<file path="src/rtl/shift_pkg.sv">
// Shared encodings for the shift sequencer and the multiplier control FSM:
// operation modes, FSM states and small helpers on the mode field.
package shift_pkg;

  localparam logic [2:0] MODE_LOAD = 3'd0;
  localparam logic [2:0] MODE_SHL  = 3'd1;
  localparam logic [2:0] MODE_SHR  = 3'd2;
  localparam logic [2:0] MODE_ASR  = 3'd3;
  localparam logic [2:0] MODE_ROL  = 3'd4;
  localparam logic [2:0] MODE_ROR  = 3'd5;

  typedef enum logic [1:0] {
    ST_IDLE  = 2'd0,
    ST_SHIFT = 2'd1,
    ST_DONE  = 2'd2
  } state_t;

  // Modes 6 and 7 are reserved and complete without touching the data
  function automatic logic is_shift_mode(input logic [2:0] m);
    return (m >= MODE_SHL) && (m <= MODE_ROR);
  endfunction

endpackage

</file>
<file path="src/rtl/shift_step_unit.sv">
// Combinational single-bit step: produces the next word and the bit pushed out
// for the selected shift or rotate mode.
module shift_step_unit
  import shift_pkg::*;
#(
  parameter int WL = 8
) (
  input  logic [2:0]    mode,
  input  logic [WL-1:0] cur,
  input  logic          ser_in,
  output logic [WL-1:0] nxt,
  output logic          ejected
);

  always_comb begin
    nxt     = cur;
    ejected = 1'b0;
    case (mode)
      MODE_SHL: begin
        nxt     = {cur[WL-2:0], ser_in};
        ejected = cur[WL-1];
      end
      MODE_SHR: begin
        nxt     = {ser_in, cur[WL-1:1]};
        ejected = cur[0];
      end
      MODE_ASR: begin
        nxt     = {cur[WL-1], cur[WL-1:1]};
        ejected = cur[0];
      end
      MODE_ROL: begin
        nxt     = {cur[WL-2:0], cur[WL-1]};
        ejected = cur[WL-1];
      end
      MODE_ROR: begin
        nxt     = {cur[0], cur[WL-1:1]};
        ejected = cur[0];
      end
      default: begin
        nxt     = cur;
        ejected = 1'b0;
      end
    endcase
  end

endmodule

</file>
<file path="src/rtl/shift_sequencer.sv">
// Multi-mode shift register with a shift-count sequencer: accepts one command per
// start strobe, steps one bit per cycle while busy, and pulses done on completion.
module shift_sequencer
  import shift_pkg::*;
#(
  parameter int WL = 8,
  parameter int CW = $clog2(WL + 1)
) (
  input  logic          clk,
  input  logic          rst,
  input  logic          start,
  input  logic [2:0]    mode,
  input  logic [CW-1:0] amount,
  input  logic [WL-1:0] load_data,
  input  logic          ser_in,
  output logic [WL-1:0] out,
  output logic          carry,
  output logic          busy,
  output logic          done
);

  state_t        state;
  logic [2:0]    mode_q;
  logic [CW-1:0] cnt;
  logic [CW-1:0] amt_clamped;
  logic [WL-1:0] step_word;
  logic          step_bit;

  assign amt_clamped = (amount > CW'(WL)) ? CW'(WL) : amount;

  shift_step_unit #(.WL(WL)) u_step (
    .mode    (mode_q),
    .cur     (out),
    .ser_in  (ser_in),
    .nxt     (step_word),
    .ejected (step_bit)
  );

  // DONE accepts a new command exactly like IDLE so commands can run back to back
  always_ff @(posedge clk or negedge rst) begin
    if (!rst) begin
      state  <= ST_IDLE;
      mode_q <= MODE_LOAD;
      cnt    <= '0;
      out    <= '0;
      carry  <= 1'b0;
      busy   <= 1'b0;
      done   <= 1'b0;
    end else begin
      done <= 1'b0;
      case (state)
        ST_IDLE, ST_DONE: begin
          if (start) begin
            if (mode == MODE_LOAD) begin
              out   <= load_data;
              done  <= 1'b1;
              state <= ST_DONE;
            end else if (!is_shift_mode(mode) || (amount == '0)) begin
              done  <= 1'b1;
              state <= ST_DONE;
            end else begin
              mode_q <= mode;
              cnt    <= amt_clamped;
              busy   <= 1'b1;
              state  <= ST_SHIFT;
            end
          end else begin
            state <= ST_IDLE;
          end
        end
        ST_SHIFT: begin
          out   <= step_word;
          carry <= step_bit;
          cnt   <= cnt - CW'(1);
          if (cnt == CW'(1)) begin
            busy  <= 1'b0;
            done  <= 1'b1;
            state <= ST_DONE;
          end
        end
        default: begin
          busy  <= 1'b0;
          state <= ST_IDLE;
        end
      endcase
    end
  end

endmodule

</file>
<file path="config.mk">
export PLATFORM = sky130hd
export DESIGN_NAME = shift_sequencer
export DESIGN_NICKNAME = d
export VERILOG_FILES = /design/src/rtl/shift_pkg.sv /design/src/rtl/shift_step_unit.sv /design/src/rtl/shift_sequencer.sv
export SDC_FILE = /design/constraint.sdc
export NUM_CORES = 1
export LEC_CHECK = 0
export ABC_AREA = 1
export CORE_AREA = 3 3 63 65
export DETAILED_ROUTE_END_ITERATION = 10
export DIE_AREA = 0 0 66 68
export SETUP_SLACK_MARGIN = 0.2
export SYNTH_ARGS = -nofsm -noshare
export SYNTH_HDL_FRONTEND = slang
export SYNTH_SLANG_ARGS = --single-unit
</file>
<file path="constraint.sdc">
create_clock -name clk -period 3.6 [get_ports clk]
set_clock_uncertainty 0.05 [all_clocks]
set_input_delay 0.36 -clock clk [delete_from_list [all_inputs] [get_ports clk]]
set_output_delay 0.36 -clock clk [all_outputs]
set_load 0.02 [all_outputs]
</file>
Yosys cells after proc, flatten, opt, wreduce, memory -nomap -nowiden:

Index checks and enable logic that the tools add are counted.

* flip-flop bits (word level): 20
* input bits: 19
* logic and storage cells: 70

* add/sub/neg operators: 1
* $lt $le $gt $ge: 3
* equality and inequality tests: 16
* multiplexer cells: 25
* bitwise operators: 2
* reduce and logical (&&, ||, !) cells: 15

Operators by type and width (count)
* $pmux 8 s5: 1
* $mux 4: 4
* $mux 8: 2
* $pmux 8 s2: 1
* $reduce_and 4->1: 4
* $ne 2x2->1 const B: 6
* $mux 1: 8
* $mux 2: 4
* $pmux 4 s2: 1
* $eq 3x2->1 const B: 2
* $eq 3x3->1 const B: 2
* $ne 6x1->1 const B: 1
* $pmux 1 s2: 3
* $ne 5x1->1 const B: 1
* $reduce_and 5->1: 1
* $eq 4x1->1 const B: 1
* $gt 4x4->1 const B: 1
* $logic_not 4->1: 1
* $pmux 2 s2: 1
* $reduce_or 2->1: 2
* $sub 4x1->4 const B: 1
* $eq 3x1->1 const B: 1
* $ge 3x1->1 const B: 1
* $le 3x3->1 const B: 1
* 10 further kinds: 11

Logic depth before layout (Yosys ltp):

Gate-level depths: netlist (run 1).

* depth in word-level cells: 8
* gate-level depth with buffers: 9
* mapped depth without buffers: 8

Hierarchy:

A second synthesis (run 1) with hierarchy kept.

* cells, all modules: 210
* area total of the unflattened synthesis: 1432.6 um^2

Modules (own cells, without submodules)
* shift_sequencer: instances 1, cells an instance 148, area an instance 1117.3 um^2, seq. area each 500.5 um^2
* shift_step_unit: instances 1, cells an instance 62, area an instance 315.3 um^2, seq. area each 0.0 um^2

Worst setup path after synthesis (run 1):

No wires, ideal clock.

* kind: register to register
* start point: reg mode_q[2]
* end point: reg out[2]
* arrival time: 1.082 ns
* required time: 3.432 ns
* path slack: 2.349 ns
* stages on the path, launching flop included: 9
* buffers on the path: 2
* clock period less this slack: 1.251 ns
* cells stage by stage: dfrtp_1 -> buf_6 -> o21ai_4 -> nand2_4 -> nand2_4 -> nand2_4 -> buf_6 -> nand2_2 -> o21ai_2

* cells in the longest elaborated chain, start to end: 3

Ends and longest elaborated chain
* from (decl): RTL line shift_sequencer.sv:23 `logic [2:0] mode_q;`
* from (signal assigned): RTL line shift_sequencer.sv:62 `mode_q <= mode;`
* $eq 3x3->1, or another cell as far along: RTL line shift_step_unit.sv:18 `case (mode)`
* $pmux 8 s5 / $ne 6x1->1 (equally long branches)
* $pmux 8 s2 / $reduce_and 4->1 (equally long branches)
* to (signal assigned): RTL line shift_sequencer.sv:55 `out <= load_data;`
* to (signal assigned): RTL line shift_sequencer.sv:72 `out <= step_word;`
* to (decl): RTL line shift_sequencer.sv:16 `output logic [WL-1:0] out,`

Parallel ways exist; a longest one is shown, timed or not.
A chain may end at the register's enable or synchronous reset.

Final worst setup path (run 1):

* start point: reg out[0]
* end point: out out[0]

No word-level cell between the ends.

==> results of run 1 <==
sequential cells by signal (all words and copies together) (netlist names):
signal,flops
busy,1
carry,1
cnt,4
done,1
mode_q,3
out,8
state,2
layer usage:
metal | global-route usage [%] | wire [microns]
met5 | 0 | 0
met4 | 5.33 | 16
met3 | 2.30 | 154
met2 | 26.2 | 1440
met1 | 20.1 | 1450
worst paths after layout:
check / startpoint / end / slack (ns) / cells after the start
worst max-delay path: out[0]$_DFFE_PN0P_ / out[0] / 1.78 / 1
worst min-delay path: cnt[1]$_DFFE_PN0P_ / cnt[1]$_DFFE_PN0P_ / 0.50 / 2
worst max register to register: state[0]$_DFFE_PN0P_ / cnt[2]$_DFFE_PN0P_ / 2.01 / 5
worst min register to register: cnt[1]$_DFFE_PN0P_ / cnt[1]$_DFFE_PN0P_ / 0.50 / 2
max in group asynchronous: rst / cnt[0]$_DFFE_PN0P_ / 2.43 / 1
min in group asynchronous: rst / out[7]$_DFFE_PN0P_ / 0.51 / 1
where the power goes:
part | switching [mW] | internal, mW | leakage [nW]
logic | 0.569 | 0.371 | 0.574
registers | 0.117 | 0.329 | 0.251
clock network | 0.0700 | 0.0616 | 0.0210
logic make-up after synthesis:
kind of cell / Yosys count
buffers and inverters: 33
flip-flops: 20
adder cells (fa/ha/maj): 2
AND/OR/NAND/NOR: 105
AO/OA/AOI/OAI: 22
through the flow:
stage	hold slack [ns]	std cells	area [sq um]	utilization [%]	power, mW
floorplan	0.0144	182	1360	-	1.17
global placement	0.457	252	1660	49.0	1.38
detailed placement	0.478	252	1660	49.0	1.40
CTS	0.505	256	1700	50.1	1.54
global route	0.531	256	1700	50.1	1.68
finish	0.498	256	1700	50.1	1.52
cell usage after synthesis (all sizes together):
| cell type | number |
|---|---|
| buf | 5 |
| o21ai | 16 |
| a22oi | 1 |
| o22ai | 2 |
| or2 | 1 |
| nor2 | 6 |
| ha | 2 |
| nand2 | 63 |
| dfrtp | 20 |
| nand3 | 28 |
| inv | 28 |
| a31oi | 1 |
| nand4 | 7 |
| a21oi | 2 |
layout make-up:
cell class	instances	share of cell area [%]
Timing Repair Buffer	29	17.1
Inverter	28	6.34
Sequential cell	20	29.5
Multi-Input combinational cell	129	41.6
Clock buffer	4	2.14
Tap cell	46	3.39
==> results summary, run 1 <==
The quantity of gates resized following cts is 0. The core box area is 3390 sq um. The number of global-route vias before repair is 1,176. The area share of xor/xnor cells in the synthesized design came out at 0%. The routability-driven placement congestion ratio is 0.804. The sum of overflow across all layers after global routing is 0. The power density relative to cell area came out at 894 nW/um^2.

The multi-input gate area in the final layout came out at 706 sq um. The initial antenna violation count came out at 0. The total DRC errors in the routed layout is 0.

The area overhead of the layout relative to synthesis came out at 24.8%. In the layout the commonest cells are sky130_fd_sc_hd__nand2_1 (54), sky130_fd_sc_hd__clkdlybuf4s50_1 (29), sky130_fd_sc_hd__nand3_1 (26). The distinct cell type count of the synthesized netlist came out at 25. The post-route minimum period is 1.82 ns. The latest clock arrival within the worst-skew pair came out at 0.29 ns. Summing all flip-flop and latch instances after layout gives 500 sq um.

The filler cells instantiated in the layout total 344. Yosys attributes the largest share of cell area to sky130_fd_sc_hd__dfrtp_1 (37%), sky130_fd_sc_hd__nand2_1 (15%), sky130_fd_sc_hd__nand3_1 (9.6%). STA classifies the critical path endpoint as an output pin.

The count of vias placed by the detailed router is 1,247. Data on the critical path arrives at its endpoint at 1.41 ns. Sequential cells were found to cover 36.8% of the synthesized design area.

A synthesized cell averages 7.47 sq um. Grouping stages by cell kind, the critical path spends the most delay in buffers and inverters. The remaining antenna violation count came out at 0.

The count of inserted antenna diode cells is 0. The average detailed-routed wire length per instance is 12.0 microns. The placed wire-length estimate is 2360 microns. The effective utilization at floorplan came out at 40.1%. Clock-pin slew was measured on the worst setup and hold paths at 0.12 ns.

The highest clock frequency the design can meet is 550 MHz. IR analysis of the VDD net gives a maximum drop of 257 uV. The die is 68 microns tall. The portion of synthesized area spent on multiplexers is 0%. The placement row count came out at 21. After clock tree synthesis, the flow added hold-fix buffers numbering 0. The worst relative slew slack came out at 38.8%. The worst stage delay on the critical path is 0.64 ns. The run finished with clean final reports.

The number of synthesized register bits came out at 20. The clock net sink count is 20. The count of endpoints failing setup in the final report came out at 0. The max-capacitance violation count is 0. The buffer levels on the longest clock path is 2. In this run the worst hold path is classified as reg2reg. The library cell used most frequently in the layout, excluding fill and tap cells, is sky130_fd_sc_hd__nand2_1. The leakage power total came out at 0.846 nW. The largest net degree at the start of global routing came out at 21. The critical path startpoint category is a register. Counting every instance in the synthesized netlist gives 182. The number of pins exceeding their max-slew limit in the final report is 0. The average vias per placed instance came out at 4.87. The H-tree depth is 1.

The total length of routed wires came out at 3060 microns. The combinational family with the most area after synthesis is simple AND/OR/NAND/NOR gates. The number of buffers inserted during clock tree synthesis is 3. The required time of the worst setup path came out at 3.19 ns.

Once the clock tree was built, the setup fixing pass inserted 0 buffers. For this design, the slowest cell found on the critical path is sky130_fd_sc_hd__clkdlybuf4s50_1. The floorplan step defined a die boundary enclosing 4490 sq um. The number of optimization iterations in the first detailed-route pass came out at 4. Summed over all instances, the cell type with the most area after synthesis is sky130_fd_sc_hd__dfrtp_1. The die width came out at 66 microns.

The Yosys warning count came out at 0. The sum of buffers and inverters on the critical path is 1. Along the worst path, the maximum fanout reaches 5. The number of ports placed on the die boundary is 30.

The post-synthesis simple-gate area fraction is 39.0%. The final clock period utilization by the worst path came out at 50.5%. Before CTS, the worst setup slack after placement is 1.61 ns. The cell area after synthesis is 1360 sq um. The first global-routing pass estimated 5320 microns of wire. The count of endpoints failing hold in the final timing report was 0. TritonCTS built the clock tree. The count of routing violations after the opening detailed-route iteration is 82. In this run the biggest area consumer among cell types represents 36.8% of the synthesized area. The arithmetic-cell share of the synthesized area counting full adders, half adders and majority gates came out at 1.84%.

The net count reported at finish came out at 232. The number of nets in the synthesized netlist is 203. The post-layout worst setup margin came out at 1.78 ns.

Global routing used 15.4% of the available tracks. The synthesized netlist devotes 11.0% of its cell area to compound gates. Setup repair after global routing left no endpoint under its margin.

After routing, the total negative slack on setup checks comes to 0 ns. Walking the worst path, the cells encountered are clkdlybuf4s50_1. The measured slew at the worst slew-check pin came out at 0.916 ns. The share of post-route cells with drive strength above 1 is 13.3%.

The critical path is of the reg2out type. Clock tree synthesis selected as its root buffer the cell sky130_fd_sc_hd__clkbuf_4. Port buffering added 29 buffers.
Power figures use the tool's default switching activity.
==> inputs of run 2 (changes only) <==
Clock period 3.6 ns to 1.7 ns, I/O delays scaled along.
==> run 2 against run 1 <==
Utilization is 1.4 points higher. Flip-flop and latch count did not move. Global-route usage up 0.34 points. Cell area up 2.8%. Largest cell class unchanged.
==> results summary, run 2 (synthesis gave the netlist of run 1 again) <==
The maximum fanout along the worst path was 4 (was 5). The critical path startpoint category is a register (unchanged). The effective utilization at floorplan is 40.1% (unchanged). CP cell instances: inv_1 > ha_1 > inv_1 > nor2_1 > o21ai_0 > o21ai_0 > nand2_1 > nand2_1 (was clkdlybuf4s50_1).

The number of optimization iterations in the first detailed-route pass is 4 (unchanged). The path type of the worst setup path is reg2reg (was reg2out). The global-route usage over all layers came out at 15.7% (was 15.4%). The number of hold-repair buffers added at the cts stage is 0 (unchanged). The wire length of the first global-routing pass is 5460 microns (was 5320 microns). The worst slack on hold paths was 0.141 ns (was 0.498 ns).

The sum of buffers and inverters on the critical path is 2 (was 1). The count of inserted antenna diode cells came out at 0 (unchanged). The required time of the worst setup path came out at 1.85 ns (was 3.19 ns). The storage element area is 502 sq um (was 500 sq um).

The clock tree from TritonCTS is yes (unchanged). The number of pins exceeding their max-slew limit in the final report came out at 0 (unchanged). The average vias per placed instance was 4.80 (was 4.87). The internal power of the cells is 1.63 mW (was 0.762 mW).

Timing would allow up to 717 MHz. The clock net sink count is 20 (unchanged). The number of ports placed on the die boundary came out at 30 (unchanged).

The count of vias placed by the detailed router came out at 1,262 (was 1,247). The initial antenna violation count is 0 (unchanged). The total length of routed wires came out at 3140 microns (was 3060 microns).

The count of endpoints failing hold in the final timing report is 0 (unchanged). The multi-input gate area in the final layout is 706 sq um (unchanged). The post-placement setup slack came out at 0.134 ns (was 1.61 ns). The remaining antenna violation count is 0 (unchanged).

The master of the slowest instance on the critical path is sky130_fd_sc_hd__dfrtp_1 (was sky130_fd_sc_hd__clkdlybuf4s50_1). The latest clock arrival within the worst-skew pair came out at 0.31 ns (was 0.29 ns). The number of buffer cells added on primary ports is 29 (unchanged). The share of post-route cells with drive strength above 1 came out at 16.6% (was 13.3%). The placement row count came out at 21 (unchanged).

Unrepaired setup endpoints after global routing: yes (was no). The full die area came out at 4490 sq um (unchanged). The worst relative slew slack came out at 79.4% (was 38.8%). The smallest clock period supported by the final layout is computed as 1.40 ns. The worst hold-check path type is in2async (was reg2reg). The largest register by flop count was out (unchanged). The filler cell count is 344 (unchanged). The family of cells with the greatest summed delay on the critical path was flip-flops (was buffers and inverters).

The commonest non-fill, non-tap cell in the layout is sky130_fd_sc_hd__nand2_1 (unchanged). The share of power burned in combinational logic came out at 62.4% (was 61.9%). The number of global-route vias before repair is 1,235 (was 1,176). The area overhead of the layout relative to synthesis came out at 28.3% (was 24.8%).

The leakage power total came out at 0.928 nW (was 0.846 nW). The net count reported at finish is 239 (was 232). The worst stage delay on the critical path is 0.42 ns (was 0.64 ns). The core box area came out at 3390 sq um (unchanged). Top library cells by usage in the layout, fill and taps aside: sky130_fd_sc_hd__nand2_1 (54), sky130_fd_sc_hd__nand3_1 (26), sky130_fd_sc_hd__inv_1 (24) (was sky130_fd_sc_hd__nand2_1 (54), sky130_fd_sc_hd__clkdlybuf4s50_1 (29), sky130_fd_sc_hd__nand3_1 (26)). The final clock period utilization by the worst path came out at 82.1%.

The count of routing violations after the opening detailed-route iteration is 100 (was 82). Leading registers by flop count: out: 8 flops, cnt: 4 flops, mode_q: 3 flops (unchanged). The sum of overflow across all layers after global routing is 0 (unchanged).

The average detailed-routed wire length per instance is 11.9 microns (was 12.0 microns). The maximum vdd ir drop came to 703 uV (was 257 uV). The clock network fraction of total power is 8.8% (was 8.7%). The switching power summed over all nets is 1.61 mW (was 0.756 mW). The max-capacitance violation count was 0 (unchanged). The power density relative to cell area is 1860 nW/um^2 (was 894 nW/um^2).

The net switching share of the total power came out at 49.8% (about the same). The measured slew at the worst slew-check pin came out at 0.309 ns (was 0.916 ns). The count of endpoints failing setup in the final report is 0 (unchanged). The die width is 66 microns (unchanged). The placed wire-length estimate came out at 2360 microns (about the same). The height of the die is 68 microns (unchanged). The clock transition at the register clock pins on the worst setup and hold paths after CTS is 0.13 ns (was 0.12 ns).

The H-tree depth is 1 (unchanged). Outcome: finished, final reports clean (unchanged). The post-layout worst setup margin is 0.305 ns (was 1.78 ns). The fraction of power consumed by sequential logic came out at 28.8% (was 29.4%).

The root buffer cell was sky130_fd_sc_hd__clkbuf_4 (unchanged). The critical path endpoint category is a register (was output pin). The number of buffers inserted during clock tree synthesis is 3 (unchanged). The largest net degree at the start of global routing is 21 (unchanged). The total DRC errors in the routed layout was 0 (unchanged). The buffer levels on the longest clock path came out at 2 (unchanged). The flip-flop count of the largest register after layout came out at 8 (unchanged).

The final sum of negative setup slack is 0 ns (unchanged). The power after layout is 3.24 mW (was 1.52 mW). The data arrival at the endpoint of the critical path is 1.54 ns (was 1.41 ns). The routability-driven placement congestion ratio is 0.870 (was 0.804).
-- run 2: metrics by stage --
stage               area (sq um)  instances  utilization, %
finish                      1750        263            51.5
floorplan                   1360        182               -
global placement            1680        255            49.7
detailed placement          1680        255            49.7
global route                1750        263            51.5
CTS                         1710        259            50.4
-- run 2: repair_timing --
| action | in CTS | in global routing |
|---|---|---|
| pin swaps | 0 | 1 |
| gates resized for setup | 9 | 3 |
| buffers inserted | 0 | 4 |
| setup endpoints to repair | 9 | 13 |
-- run 2: power groups by stage --
stage | clock [mW] | sequential (mW) | combinational (mW)
after floorplan | 0 | 1.02 | 1.46
after global placement | 0 | 0.939 | 2.00
after detailed placement | 0 | 0.952 | 2.03
after CTS | 0.296 | 0.935 | 1.97
after global routing | 0.315 | 0.975 | 2.31
final | 0.286 | 0.934 | 2.02
-- run 2: path summary, 6_finish.rpt --
kind,cells after the start,end,startpoint,slack [ns]
worst max-delay path,8,cnt[2]$_DFFE_PN0P_,cnt[0]$_DFFE_PN0P_,0.30
worst min-delay path,2,cnt[3]$_DFFE_PN0P_,rst,0.14
worst max register to register,8,cnt[2]$_DFFE_PN0P_,cnt[0]$_DFFE_PN0P_,0.30
worst min register to register,2,busy$_DFFE_PN0P_,busy$_DFFE_PN0P_,0.48
max in group asynchronous,2,mode_q[0]$_DFFE_PN0P_,rst,1.22
min in group clk,3,mode_q[2]$_DFFE_PN0P_,mode[2],0.40
-- run 2: per-layer routing --
layer,track usage (%),routed length (microns),vias up
li1,-,-,657
met1,19.8,1480,572
met2,26.8,1490,31
met3,2.30,152,2
met4,7.11,21,0
met5,0,0,-
-- run 2: layout make-up --
class                           count  area share [%]
Timing Repair Buffer               36            19.3
Multi-Input combinational cell    129            40.4
Sequential cell                    20            28.7
Tap cell                           46            3.30
Clock buffer                        4            2.08
Inverter                           28            6.16
==> inputs of run 3 (changes only) <==
Clock period 1.7 ns to 1.4 ns, I/O delays scaled along.
==> run 3 against run 2 <==
Via count increased by 10%. Global-route usage grew 1.8 points. Register-to-register slack got worse by 0.22 ns. Sequential share of layout area decreased by 3.9 points. Sequential power increased by 23%. Final cell count grew 8.0%. Critical endpoint is now out[6]$_DFFE_PN0P_. Die area stayed put. Critical path type unchanged. Count of clock-buffer cells in the layout did not move. Total power rose by 48%. Utilization is 8.6 points higher. Flip-flop and latch count did not move. Largest power group unchanged.
==> results summary, run 3 (synthesis gave the netlist of run 1 again) <==
Outcome: finished, final reports clean (unchanged). The buffer levels on the longest clock path is 2 (unchanged). The largest register by flop count is out (unchanged).

The count of placed standard cells including taps is 263 (was 255). The remaining antenna violation count is 0 (unchanged). The number of pins exceeding their max-slew limit in the final report came out at 0 (unchanged).

The critical path startpoint category is a register (unchanged). The maximum vdd ir drop is 979 uV (was 703 uV). The initial antenna violation count is 0 (unchanged). The net count reported at finish came out at 260 (was 239). The count of vias placed by the detailed router is 1,390 (was 1,262).

The highest clock frequency the design can meet came out at 763 MHz (was 717 MHz). The depth of the worst register-to-register path is 8 (unchanged). The measured slew at the worst slew-check pin is 0.270 ns (was 0.309 ns). Top library cells by usage in the layout, fill and taps aside: sky130_fd_sc_hd__nand2_1 (46), sky130_fd_sc_hd__inv_1 (22), sky130_fd_sc_hd__nand3_1 (21) (was sky130_fd_sc_hd__nand2_1 (54), sky130_fd_sc_hd__nand3_1 (26), sky130_fd_sc_hd__inv_1 (24)). The average detailed-routed wire length per instance is 13.2 microns (was 11.9 microns).

The core occupancy in the finished layout came out at 60.1% (was 51.5%). The clock transition at the register clock pins on the worst setup and hold paths after CTS came out at 0.12 ns (was 0.13 ns). The data arrival at the endpoint of the critical path came to 1.47 ns (was 1.54 ns). The H-tree depth came out at 1 (unchanged). The global-route usage over all layers is 17.6% (was 15.7%).

The core box area is 3390 sq um (unchanged). The count of endpoints failing setup in the final report was 0 (unchanged). The critical path endpoint category is a register (unchanged).

The largest net degree at the start of global routing is 21 (unchanged). The number of ports placed on the die boundary is 30 (unchanged). The worst hold-check path type is in2async (unchanged).

Unrepaired setup endpoints after global routing: yes (unchanged). The filler cell count was 296 (was 344). The startpoint of the most critical register-to-register path is mode_q[1]$_DFFE_PN0P_ (was cnt[0]$_DFFE_PN0P_). The count of routing violations after the opening detailed-route iteration is 57 (was 100).

The leakage power total came out at 1.01 nW (was 0.928 nW). The power after layout came out at 4.81 mW (was 3.24 mW). The placement row count is 21 (unchanged).

The total DRC errors in the routed layout is 0 (unchanged). The number of buffer cells added on primary ports is 29 (unchanged). The commonest non-fill, non-tap cell in the layout is sky130_fd_sc_hd__nand2_1 (unchanged). The end of the worst register-to-register path was out[6]$_DFFE_PN0P_ (was cnt[2]$_DFFE_PN0P_). The register-to-register setup slack was 0.09 ns (was 0.30 ns).

The maximum fanout along the worst path came out at 8 (was 4). The area overhead of the layout relative to synthesis is 49.8% (was 28.3%). The latest clock arrival within the worst-skew pair is 0.30 ns (was 0.31 ns). The number of global-route vias before repair came out at 1,343 (was 1,235). The average vias per placed instance is 4.89 (was 4.80). The die width was 66 microns (unchanged). The share of post-route cells with drive strength above 1 came out at 36.6% (was 16.6%). The clock net sink count is 20 (unchanged). The number of optimization iterations in the first detailed-route pass is 4 (unchanged).

The total length of routed wires came out at 3750 microns (was 3140 microns). The path type of the worst setup path is reg2reg (unchanged). The routability-driven placement congestion ratio is 0.810 (was 0.870). Leading registers by flop count: out: 8 flops, cnt: 4 flops, mode_q: 3 flops (unchanged). The max-capacitance violation count is 0 (unchanged). The root buffer cell is sky130_fd_sc_hd__clkbuf_4 (unchanged).

The worst setup path startpoint is mode_q[1]$_DFFE_PN0P_ (was cnt[0]$_DFFE_PN0P_). The wire length of the first global-routing pass is 6130 microns (was 5460 microns). The count of inserted antenna diode cells came out at 0 (unchanged). The number of buffers inserted during clock tree synthesis is 3 (unchanged). The power density relative to cell area came to 2360 nW/um^2 (was 1860 nW/um^2). The post-route minimum period is 1.31 ns (was 1.40 ns). The count of endpoints failing hold in the final timing report came to 0 (unchanged). The placed wire-length estimate came to 2410 microns (was 2360 microns). The height of the die came to 68 microns (unchanged). The clock tree from TritonCTS was yes (unchanged). The worst relative slew slack was 82.0% (was 79.4%). The final clock period utilization by the worst path is 93.6% (was 82.1%).

The sum of overflow across all layers after global routing is 0 (unchanged). The final cell count without fillers is 284 (was 263). The required time of the worst setup path is 1.56 ns (was 1.85 ns). The full die area came out at 4490 sq um (unchanged). The flip-flop count of the largest register after layout is 8 (unchanged).

The effective utilization at floorplan came out at 40.1% (unchanged).
==> run 3: changes by cell type in the layout (fill, tap and decap cells not counted), moves of 3 or more <==
cell	previous run	this run
sky130_fd_sc_hd__o21ai_0	9	1
sky130_fd_sc_hd__dfrtp_1	19	16
sky130_fd_sc_hd__o21ai_1	0	7
sky130_fd_sc_hd__clkbuf_2	0	5
sky130_fd_sc_hd__nand2_2	4	11
sky130_fd_sc_hd__dfrtp_2	1	4
sky130_fd_sc_hd__nand2_1	54	46
sky130_fd_sc_hd__nand3_1	26	21
sky130_fd_sc_hd__nand3_2	1	5
sky130_fd_sc_hd__buf_6	0	6
sky130_fd_sc_hd__clkdlybuf4s15_1	0	3
sky130_fd_sc_hd__dlygate4sd2_1	9	0
sky130_fd_sc_hd__buf_4	7	18
==> run 3: area by class of cell <==
| class | instances | area [sq um] | share of cell area, % |
|---|---|---|---|
| Clock buffer | 4 | 26.3 | 1.29 |
| Inverter | 28 | 118 | 5.77 |
| Multi-Input combinational cell | 131 | 845 | 41.5 |
| Sequential cell | 20 | 505 | 24.8 |
| Tap cell | 46 | 57.6 | 2.83 |
| Timing Repair Buffer | 54 | 479 | 23.5 |
| Timing Repair inverter | 1 | 6.26 | 0.307 |
==> run 3: power breakdown <==
part / internal, mW / switching (mW) / total (mW) / leakage [nW]
registers: 0.858 / 0.289 / 1.15 / 0.246
clock network: 0.111 / 0.182 / 0.293 / 0.0150
logic: 1.45 / 1.92 / 3.37 / 0.749
==> run 3: worst max-delay path, stage by stage, from the launching register on <==
cell and delay [ns]:
sky130_fd_sc_hd__dfrtp_1 0.44, sky130_fd_sc_hd__inv_2 0.14, sky130_fd_sc_hd__nand3_4 0.14, sky130_fd_sc_hd__nand2_4 0.15
sky130_fd_sc_hd__nand2_1 0.06, sky130_fd_sc_hd__nand3_1 0.06, sky130_fd_sc_hd__nand2_1 0.06, sky130_fd_sc_hd__nand2_2 0.06
sky130_fd_sc_hd__o21ai_2 0.05
==> run 3: what timing repair did <==
| item | CTS | global route |
|---|---|---|
| buffers inserted | 8 | 6 |
| hold buffers | 0 | 0 |
| gates resized for setup | 45 | 36 |
| cloned | 3 | 0 |
| endpoints found under the setup margin | 28 | 28 |
| hold endpoints to repair | 0 | 0 |
| pin swaps | 9 | 12 |
==> run 3: per-layer routing <==
layer	track usage [%]	vias to the layer above	part of all wire (%)
li1	-	705	-
met5	0	-	0
met3	2.63	4	3.8
met4	5.58	0	0.83
met1	22.5	646	45
met2	30.5	35	51
==> run 3: how the worst max path moves through the flow <==
stage,endpoint,slack [ns],depth (start not counted)
final,out[6]$_DFFE_PN0P_,0.09,8
after global routing,out[3]$_DFFE_PN0P_,0.02,8
after floorplan,out[2]$_DFFE_PN0P_,0.18,8
after global placement,cnt[1]$_DFFE_PN0P_,-0.08,8
after CTS,out[3]$_DFFE_PN0P_,0.10,8
after detailed placement,out[1]$_DFFE_PN0P_,-0.11,8
==> run 3: stage by stage <==
stage	setup TNS, ns	setup WS (ns)	hold WS (ns)	area, sq um
3_3_place_gp	-0.741	-0.0794	0.449	1750
2_1_floorplan	0	0.176	-0.206	1370
6_report	0	0.0893	0.123	2040
5_1_grt	0	0.0157	0.132	2040
3_5_place_dp	-1.07	-0.106	0.453	1750
4_1_cts	0	0.101	0.129	1940
